## src/rtl/kgp_risc_pkg.sv

```systemverilog
// Shared KGP-RISC definitions used by the branch unit and the control-unit decoder.
package kgp_risc_pkg;

  // Condition selector driven by the control unit onto the branch unit.
  typedef enum logic [1:0] {
    FLAG_SEL_CARRY = 2'b00,
    FLAG_SEL_ZERO  = 2'b01,
    FLAG_SEL_SIGN  = 2'b10,
    FLAG_SEL_RSVD  = 2'b11
  } flag_sel_e;

  // Width of the selector, kept here so decoder and branch unit agree.
  localparam int unsigned FLAG_SEL_W = 2;

endpackage : kgp_risc_pkg

```

## src/rtl/branch_unit_if.sv

```systemverilog
// Bundle of ALU flags, control decode and the registered branch decision.
interface branch_unit_if;
  import kgp_risc_pkg::*;

  logic      carry;
  logic      zero;
  logic      sign;
  flag_sel_e flag;
  logic      branch;
  logic      branch_type;
  logic      br_not_eq;
  logic      br_type;

  // Datapath/control side: drives flags and decode, observes the decision.
  modport master (
    output carry, zero, sign, flag, branch, branch_type, br_not_eq,
    input  br_type
  );

  // Branch unit side.
  modport slave (
    input  carry, zero, sign, flag, branch, branch_type, br_not_eq,
    output br_type
  );

endinterface : branch_unit_if

```

## src/rtl/branch_cond_sel.sv

```systemverilog
// Flag mux plus polarity inversion; the reserved selector never branches.
module branch_cond_sel
  import kgp_risc_pkg::*;
(
  input  logic      carry_i,
  input  logic      zero_i,
  input  logic      sign_i,
  input  flag_sel_e flag_i,
  input  logic      br_not_eq_i,
  output logic      eff_o
);

  // Pick the selected flag and apply the branch-on-clear inversion; only the
  // selected flag reaches the output so other flags are true don't-cares.
  always_comb begin
    eff_o = 1'b0;
    case (flag_i)
      FLAG_SEL_CARRY: eff_o = carry_i ^ br_not_eq_i;
      FLAG_SEL_ZERO:  eff_o = zero_i  ^ br_not_eq_i;
      FLAG_SEL_SIGN:  eff_o = sign_i  ^ br_not_eq_i;
      FLAG_SEL_RSVD:  eff_o = 1'b0;
      default:        eff_o = 1'b0;
    endcase
  end

endmodule : branch_cond_sel

```

## src/rtl/branch_unit.sv

```systemverilog
// Branch decision for PC select: gated condition, registered with one cycle latency.
module branch_unit
  import kgp_risc_pkg::*;
#(
  parameter logic RESET_TAKEN = 1'b0
) (
  input  logic         clk,
  input  logic         rst,
  branch_unit_if.slave bus
);

  logic eff;
  logic br_type_d;
  logic br_type_q;

  branch_cond_sel u_cond_sel (
    .carry_i     (bus.carry),
    .zero_i      (bus.zero),
    .sign_i      (bus.sign),
    .flag_i      (bus.flag),
    .br_not_eq_i (bus.br_not_eq),
    .eff_o       (eff)
  );

  // Gate the condition: no branch -> not taken, jump -> taken, branch -> eff.
  always_comb begin
    br_type_d = 1'b0;
    if (bus.branch) begin
      if (bus.branch_type) begin
        br_type_d = eff;
      end else begin
        br_type_d = 1'b1;
      end
    end
  end

  // Decision register; reset wins over any branch request in the same cycle.
  always_ff @(posedge clk) begin
    if (rst) begin
      br_type_q <= RESET_TAKEN;
    end else begin
      br_type_q <= br_type_d;
    end
  end

  assign bus.br_type = br_type_q;

endmodule : branch_unit

```

## src/flat_wrapper.sv

```systemverilog
// flat-port wrapper written by rule: the top's interface ports become plain ports
module branch_unit_flat import kgp_risc_pkg::*;
#(
  parameter logic RESET_TAKEN = 1'b0
)
  (clk, rst, bus_carry, bus_zero, bus_sign, bus_flag, bus_branch, bus_branch_type, bus_br_not_eq, bus_br_type);
  branch_unit_if bus_i ();
  input  logic clk;
  input  logic rst;
  input wire logic [$bits(bus_i.carry)-1:0] bus_carry;
  input wire logic [$bits(bus_i.zero)-1:0] bus_zero;
  input wire logic [$bits(bus_i.sign)-1:0] bus_sign;
  input wire logic [$bits(bus_i.flag)-1:0] bus_flag;
  input wire logic [$bits(bus_i.branch)-1:0] bus_branch;
  input wire logic [$bits(bus_i.branch_type)-1:0] bus_branch_type;
  input wire logic [$bits(bus_i.br_not_eq)-1:0] bus_br_not_eq;
  output wire logic [$bits(bus_i.br_type)-1:0] bus_br_type;
  assign bus_i.carry = bus_carry;
  assign bus_i.zero = bus_zero;
  assign bus_i.sign = bus_sign;
  assign bus_i.flag = bus_flag;
  assign bus_i.branch = bus_branch;
  assign bus_i.branch_type = bus_branch_type;
  assign bus_i.br_not_eq = bus_br_not_eq;
  assign bus_br_type = bus_i.br_type;
  branch_unit #(.RESET_TAKEN(RESET_TAKEN)) u_core (.clk(clk), .rst(rst), .bus(bus_i));
endmodule
```

## config.mk

```make
export PLATFORM = sky130hd
export DESIGN_NAME = branch_unit_flat
export DESIGN_NICKNAME = d
export VERILOG_FILES = /design/src/rtl/kgp_risc_pkg.sv /design/src/rtl/branch_unit_if.sv /design/src/rtl/branch_cond_sel.sv /design/src/rtl/branch_unit.sv /design/src/flat_wrapper.sv
export SDC_FILE = /design/constraint.sdc
export NUM_CORES = 1
export LEC_CHECK = 0
export CAP_MARGIN = 10
export CORE_AREA = 2 2 39 41
export CTS_BUF_LIST = sky130_fd_sc_hd__clkbuf_4
export DETAILED_ROUTE_END_ITERATION = 16
export DIE_AREA = 0 0 41 43
export SYNTH_ARGS = -nofsm -noshare
export SYNTH_HDL_FRONTEND = slang
export SYNTH_SLANG_ARGS = --single-unit
```

## constraint.sdc

```tcl
create_clock -name clk -period 1.87 [get_ports clk]
set_clock_uncertainty 0.05 [all_clocks]
set_input_delay 0.374 -clock clk [delete_from_list [all_inputs] [get_ports clk]]
set_output_delay 0.374 -clock clk [all_outputs]
set_load 0.05 [all_outputs]
```

## After elaboration in Yosys (flattened, before gate mapping)

Cells that the tools add are included.

| storage, ports and cells | value |
|---|---|
| register bits | 1 |
| latch bits | 0 |
| bits in writable memories | 0 |
| memory bits (read-only) | 0 |
| bits of input ports | 10 |
| output and inout port bits | 1 |
| logic and storage cells | 12 |
| memories kept | 0 |

| operators by class | value |
|---|---|
| add/sub/neg operators | 0 |
| multipliers | 0 |
| divide/modulo/power cells | 0 |
| magnitude comparators | 0 |
| equality and inequality tests | 3 |
| shift operators | 0 |
| multiplexer cells | 2 |
| bitwise gates (word level) | 4 |
| reductions and logical operators | 2 |

Operators by type and width:

| kind | number |
|---|---|
| == test 2 bit, second input constant | 2 |
| case mux 1 bit (4 select lines) | 1 |
| bitwise XOR 1 bit | 3 |
| == test 2 x 1 -> 1 bit, second input constant | 1 |
| logical NOT 2 bit | 1 |
| OR reduction 2 bit | 1 |
| two-way mux 1 bit | 1 |
| inverter 1 bit | 1 |

## Depth between registers and ports, before layout

Gate-level depths: netlist of run 1.

| logic depth | value |
|---|---|
| depth after elaboration | 3 |
| gate-level depth with buffers | 5 |
| mapped depth without buffers | 5 |

## Cells and area by module

From an unflattened synthesis of run 1, not the netlist that was laid out.

| second synthesis, totals | value |
|---|---|
| cell total of the unflattened synthesis | 15 |
| area total of the unflattened synthesis | 137.6 um2 |

By module, submodules not included:

| module | times used | cells each | area an instance (um2) | sequential area each (um2) |
|---|---|---|---|---|
| branch_cond_sel | 1 | 12 | 91.3 | 0.0 |
| branch_unit | 1 | 3 | 46.3 | 20.0 |

## Least setup slack after synthesis of run 1

Ideal clock, no wire load.

| path | value |
|---|---|
| path kind | input port to flip-flop |
| start point | input port bus_flag[0] |
| end point | register u_core.br_type_q, in the netlist u_core.bus.br_type |
| library setup time | 130 ps |
| data arrival time | 1145 ps |
| required time | 1690 ps |
| path slack | 545 ps |
| stages | 5 |
| buffers on the path | 0 |
| cell sequence | inv_1 -> ha_1 -> and4bb_2 -> o21ai_0 -> o211ai_1 |

| on the way | value |
|---|---|
| word-level cells in the longest chain between the ends | 3 |
| elaborated cells on any way between the ends | 6 |
| classes of those cells | eq/ne: 3; mux: 2; reduce/logical: 1 |

RTL lines:

| what | line | source |
|---|---|---|
| start, declared | flat_wrapper.sv:13 | `input wire logic [$bits(bus_i.flag)-1:0] bus_flag;` |
| == test 2 bit (tied with other cells) | branch_cond_sel.sv:17 | `case (flag_i)` |
| case mux 1 bit (4 select lines) * | branch_cond_sel.sv:17 |  |
| two-way mux 1 bit * | branch_unit.sv:29 | `if (bus.branch_type) begin` |
| end signal, assigned | branch_unit.sv:42 | `br_type_q <= br_type_d;` |
| end, declared | branch_unit.sv:14 | `logic br_type_q;` |

Every way passes the cells marked *; elsewhere a longest branch is shown, timed or not.
A chain may end at the register's enable or synchronous reset.

## Worst setup path in the final report of run 1

| path | value |
|---|---|
| start point | register u_core.br_type_q, in the netlist u_core.bus.br_type |
| end point | output port bus_br_type |

RTL lines:

| what | line | source |
|---|---|---|
| end, declared | flat_wrapper.sv:17 | `output wire logic [$bits(bus_i.br_type)-1:0] bus_br_type;` |

No word-level cell between the ends.

==> results by group, run 1 <==
Status
  • Status: complete, no violations

Yosys
  • Post-synth EDFFs: 0
  • Average size of a mapped cell: 8.68 um^2
  • Mapped Area: 139 um^2
  • Seq/Total Area, Yosys: 14.4%
  • Syn nets: 29
  • Library cells used by synthesis: 12
  • Post-synthesis register bit count: 1
  • Synth Flop Type: dfxtp_1
  • Top cells by area, synth: ha_1, dfxtp_1, a221oi_2, and4bb_2, inv_1
  • Largest area contributor in the netlist: ha_1
  • Commonest cells post-synth: ha_1, inv_1
  • Post-Synthesis Cells: 16
  • FFs w/ async S/R, synth: 0%
  • Synth top area share: 27.0%
  • YS warnings: 0

STA
  • Final Slew Violations: 0
  • Relative slew slack: 67.3%
  • Achievable Freq: 667 MHz
  • Worst Tran Pin Value: 489 ps
  • RSZ-0062 raised after global routing: false
  • Fin crit share: 80.2%
  • Final setup viols: 0
  • Final Hold Viols: 0
  • Final min period: 1500 ps

Critical path
  • Crit Path Max Fanout: 1
  • Crit-path slowest cell: clkdlybuf4s50_1
  • CP Cell Sequence: clkdlybuf4s50_1
  • Critical path startpoint category: register
  • Setup crit end kind: output pin
  • Worst path buffer plus inverter count: 1
  • WP data arrival: 1080 ps
  • Setup Crit Path Kind: reg -> out
  • CP max stage delay: 790 ps
  • Crit path required time: 1450 ps
  • Cell family with most CP delay: buffers and inverters

CTS
  • Setup Buffers After CTS: 0
  • Clock slew at reported path FFs: 0 ps

GRT
  • Initial antenna violation count: 0
  • Total GRT Usage: 3.30%
  • Largest net degree at the start of global routing: 4
  • Total grt overflow: 0
  • First-pass GRT wire length: 441 um
  • Vias in the first global route: 116

Routing
  • Vias: 146
  • Final ANT Viol Nets: 0
  • Final WL: 321 um
  • WL/cell: 7.47 um
  • Initial drt markers: 1
  • Residual DRC: 0
  • Post-DR vias/cell: 3.40
  • Detailed Routing Iterations Pass 1: 2

Placed design
  • Final HPWL DP: 261 um
  • Number of buffers added on ports: 10
  • Gpl congestion: 0.610
  • Post-DP Area: 267 um^2

Cells and area
  • Design Area, Final: 284 um^2
  • Number of diodes: 0
  • Area grow syn2layout: 105%
  • Share of layout cells above drive strength 1: 18.5%
  • Final core occ: 20.5%
  • Nets: 42
  • Max FFs per register: 1
  • Filler instances: 149

Power
  • PwrDens: 275 nW/um^2
  • Max VDD drop: 0.104 mV
  • P_leak: 0.000127 uW

Job
  • MaxCap Viol Count: 0

Floorplanning
  • IO Pins: 11
  • Die Wd: 41 um
  • Die ar.: 1760 um^2
  • Core Region: 1380 um^2
  • Die Y-Extent: 43 um
  • Std-Cell Rows: 14
  • Initial Util: 10.0%

Hold path
  • Hold crit path type: in -> reg
==> repair_timing <==
item	CTS	global route
gates resized for setup	1	4
pin swaps	0	2
setup endpoints to repair	1	1
hold buffers	0	0
==> metrics by stage <==
step                instances  hold slack, ps  setup slack [ps]  total power, uW  TNS (ps)
floorplan                  16             521               545             46.6         0
finish                     43             901               371             78.1         0
detailed placement         43             961             -26.1             75.3     -26.1
global placement           43             968             -11.5             74.7     -11.5
CTS                        43             965              48.4             78.7         0
global route               43             973               304             84.5         0
==> metal layers <==
layer / GRT usage, % / vias to the layer above / wire, um
li1: - / 79 / -
met1: 6.33 / 56 / 163
met2: 4.06 / 11 / 93
met3: 0 / 0 / 65
met4: 0 / 0 / 0
met5: 0 / - / 0
==> power breakdown <==
part,switching (uW),total [uW],internal (uW)
Clock,0,0,0
Sequential,0.433,24.1,23.7
Combinational,22.3,54.0,31.7
==> logic make-up after synthesis <==
| family | Yosys count | synth area share, % |
|---|---|---|
| buf+inv | 3 | 8.11 |
| flops | 1 | 14.4 |
| compound gates | 3 | 19.8 |
| simple gates | 6 | 30.6 |
| fa+ha+maj | 3 | 27.0 |
==> worst paths after layout <==
kind,startpoint,to,slack (ps),cells after the start
max,u_core.bus.br_type,bus_br_type,370,1
min,bus_flag[1],u_core.bus.br_type,900,4
==> cell usage in the layout, fill, tap and decap left out, drive strengths merged <==
| cell type | netlist | final |
|---|---|---|
| o21ai | 1 | 1 |
| nand4b | 1 | 1 |
| a221oi | 1 | 1 |
| nand2b | 1 | 1 |
| buf | 0 | 1 |
| nor2 | 1 | 1 |
| inv | 3 | 3 |
| ha | 3 | 3 |
| and4bb | 1 | 1 |
| nand3 | 1 | 1 |
| o211ai | 1 | 1 |
| clkdlybuf4s50 | 0 | 8 |
| dfxtp | 1 | 1 |
| dlymetal6s2s | 0 | 2 |
| nor2b | 1 | 1 |
==> area by class of cell <==
type,count,area [um^2],share of cell area [%]
multi-input cells,12,120,42.3
repair buffers,11,113,39.6
flip-flops and latches,1,20.0,7.05
well taps,16,20.0,7.05
inverters,3,11.3,3.96
Note: power is estimated with default switching activity, not from simulation.
==> run 2: changes to the inputs <==
==> constraint.sdc (replaced) <==
create_clock -name clk -period 1.4 [get_ports clk]
set_clock_uncertainty 0.05 [all_clocks]
set_input_delay 0.28 -clock clk [delete_from_list [all_inputs] [get_ports clk]]
set_output_delay 0.28 -clock clk [all_outputs]
set_load 0.05 [all_outputs]
==> run 2 against run 1 <==
Wire length up 38%. Cell area up 16%. Worst hold slack worse by 290 ps. Sequential power up 40%. Sequential cell count unchanged. Worst setup slack worse by 290 ps. Global-route usage up 0.90 points. Critical endpoint is now u_core.bus.br_type. Highest routed layer unchanged.
==> results by group, run 2 (synthesized netlist as in run 1, its figures left out) <==
STA
  • Achievable Freq: 756 MHz
  • Final min period: 1320 ps
  • Final Slew Violations: 0
  • Fin crit share: 94.5%
  • Worst Tran Pin Value: 227 ps
  • Relative slew slack: 84.9%
  • Final worst slack: 77.6 ps
  • Final Hold Viols: 0
  • RSZ-0062 raised after global routing: false
  • Final hold slack: 608 ps
  • Final setup viols: 0

Cells and area
  • Design Area, Final: 329 um^2
  • Share of layout cells above drive strength 1: 37.0%
  • Final core occ: 23.8%
  • Filler instances: 149
  • Leading cell type in the layout, fill and taps excluded: dlymetal6s2s_1
  • Commonest non-fill, non-tap cells in the layout: dlymetal6s2s_1, ha_4, clkdlybuf4s50_1, inv_1
  • Nets: 42
  • Number of diodes: 0
  • Max FFs per register: 1
  • Area grow syn2layout: 137%

Floorplanning
  • Initial Util: 10.0%
  • Die ar.: 1760 um^2
  • Die Wd: 41 um
  • Core Region: 1380 um^2
  • IO Pins: 11
  • Std-Cell Rows: 14
  • Die Y-Extent: 43 um

Routing
  • Initial drt markers: 2
  • Post-DR vias/cell: 3.60
  • Detailed Routing Iterations Pass 1: 4
  • Final WL: 442 um
  • Vias: 155
  • WL/cell: 10.3 um
  • Residual DRC: 0
  • Final ANT Viol Nets: 0

Critical path
  • Crit path required time: 1270 ps
  • Setup Crit Path Kind: in -> reg
  • WP data arrival: 1190 ps
  • Setup crit end kind: register
  • Crit Path Max Fanout: 3
  • Crit path from: bus_branch
  • Critical path startpoint category: primary input

GRT
  • Largest net degree at the start of global routing: 4
  • Initial antenna violation count: 0
  • First-pass GRT wire length: 552 um
  • Total grt overflow: 0
  • Vias in the first global route: 137
  • Total GRT Usage: 4.20%

Power
  • NetSw: 39.9 uW
  • P_leak: 0.000153 uW
  • Sw Share: 32.3%
  • P_int: 83.5 uW
  • PwrDens: 375 nW/um^2
  • Share of power burned in registers: 27.3%
  • Max VDD drop: 0.115 mV
  • Proportion of power drawn by the clock network: 0%
  • Combinational group share of total power: 72.7%

Job
  • MaxCap Viol Count: 0

Placed design
  • Post-DP Area: 277 um^2
  • Gpl congestion: 0.609
  • Number of buffers added on ports: 10
  • Dpl ws: -390 ps
  • Final HPWL DP: 286 um

Status
  • Status: complete, no violations

Hold path
  • Hold path depth: 3
  • Hold Startpoint: bus_br_not_eq
  • Hold Path End: u_core.bus.br_type
  • Hold crit path type: in -> reg

CTS
  • Clock slew at reported path FFs: 0 ps
  • Setup Buffers After CTS: 0
-- run 2: cell types whose count changed in the layout (fill, tap and decap cells not counted), sizes merged --
cell / before / now
buf: 1 / 3
clkbuf: 0 / 1
clkdlybuf4s50: 8 / 3
dlymetal6s2s: 2 / 4
-- run 2: per-layer routing --
layer | wire, um | track usage, %
met3 | 71 | 0.524
met4 | 0 | 0
met1 | 173 | 6.67
met5 | 0 | 0
met2 | 196 | 6.25
-- run 2: worst max-delay path, cell delays in order --
cell and delay (ps):
clkdlybuf4s50_1 440, nor2b_1 220, nand3_1 90, o211ai_1 160
-- run 2: area by class of cell --
class | count | area, um^2 | area share, %
multi-input combinational | 12 | 156 | 47.5
timing repair buffer | 11 | 121 | 36.9
tap | 16 | 20.0 | 6.08
inverter | 3 | 11.3 | 3.42
sequential | 1 | 20.0 | 6.08
-- run 2: what timing repair did --
item                                   4_1_cts  5_1_grt
pin swaps                                    3        3
resized for setup                            9       11
setup endpoints to repair                    1        1
endpoints found under the hold margin        0        0
hold buffers                                 0        0
-- run 2: per-stage QoR --
step / setup TNS, ps / cells / power (uW)
2_1_floorplan: 0 / 16 / 62.2
3_3_place_gp: -385 / 43 / 107
3_5_place_dp: -390 / 43 / 107
4_1_cts: 0 / 43 / 112
5_1_grt: 0 / 43 / 131
6_report: 0 / 43 / 123
-- run 2: worst max path at each step --
stage                               to  slack [ps]
finish              u_core.bus.br_type          80
global route        u_core.bus.br_type          10
CTS                 u_core.bus.br_type           2
detailed placement  u_core.bus.br_type        -390
global placement    u_core.bus.br_type        -380
floorplan           u_core.bus.br_type         170
-- run 2: power groups by stage --
stage | combinational [uW] | sequential (uW) | clock [uW]
floorplan | 20.9 | 41.4 | 0
global placement | 72.9 | 33.6 | 0
detailed placement | 73.3 | 33.8 | 0
CTS | 77.8 | 33.8 | 0
global route | 97.4 | 33.9 | 0
finish | 89.7 | 33.7 | 0
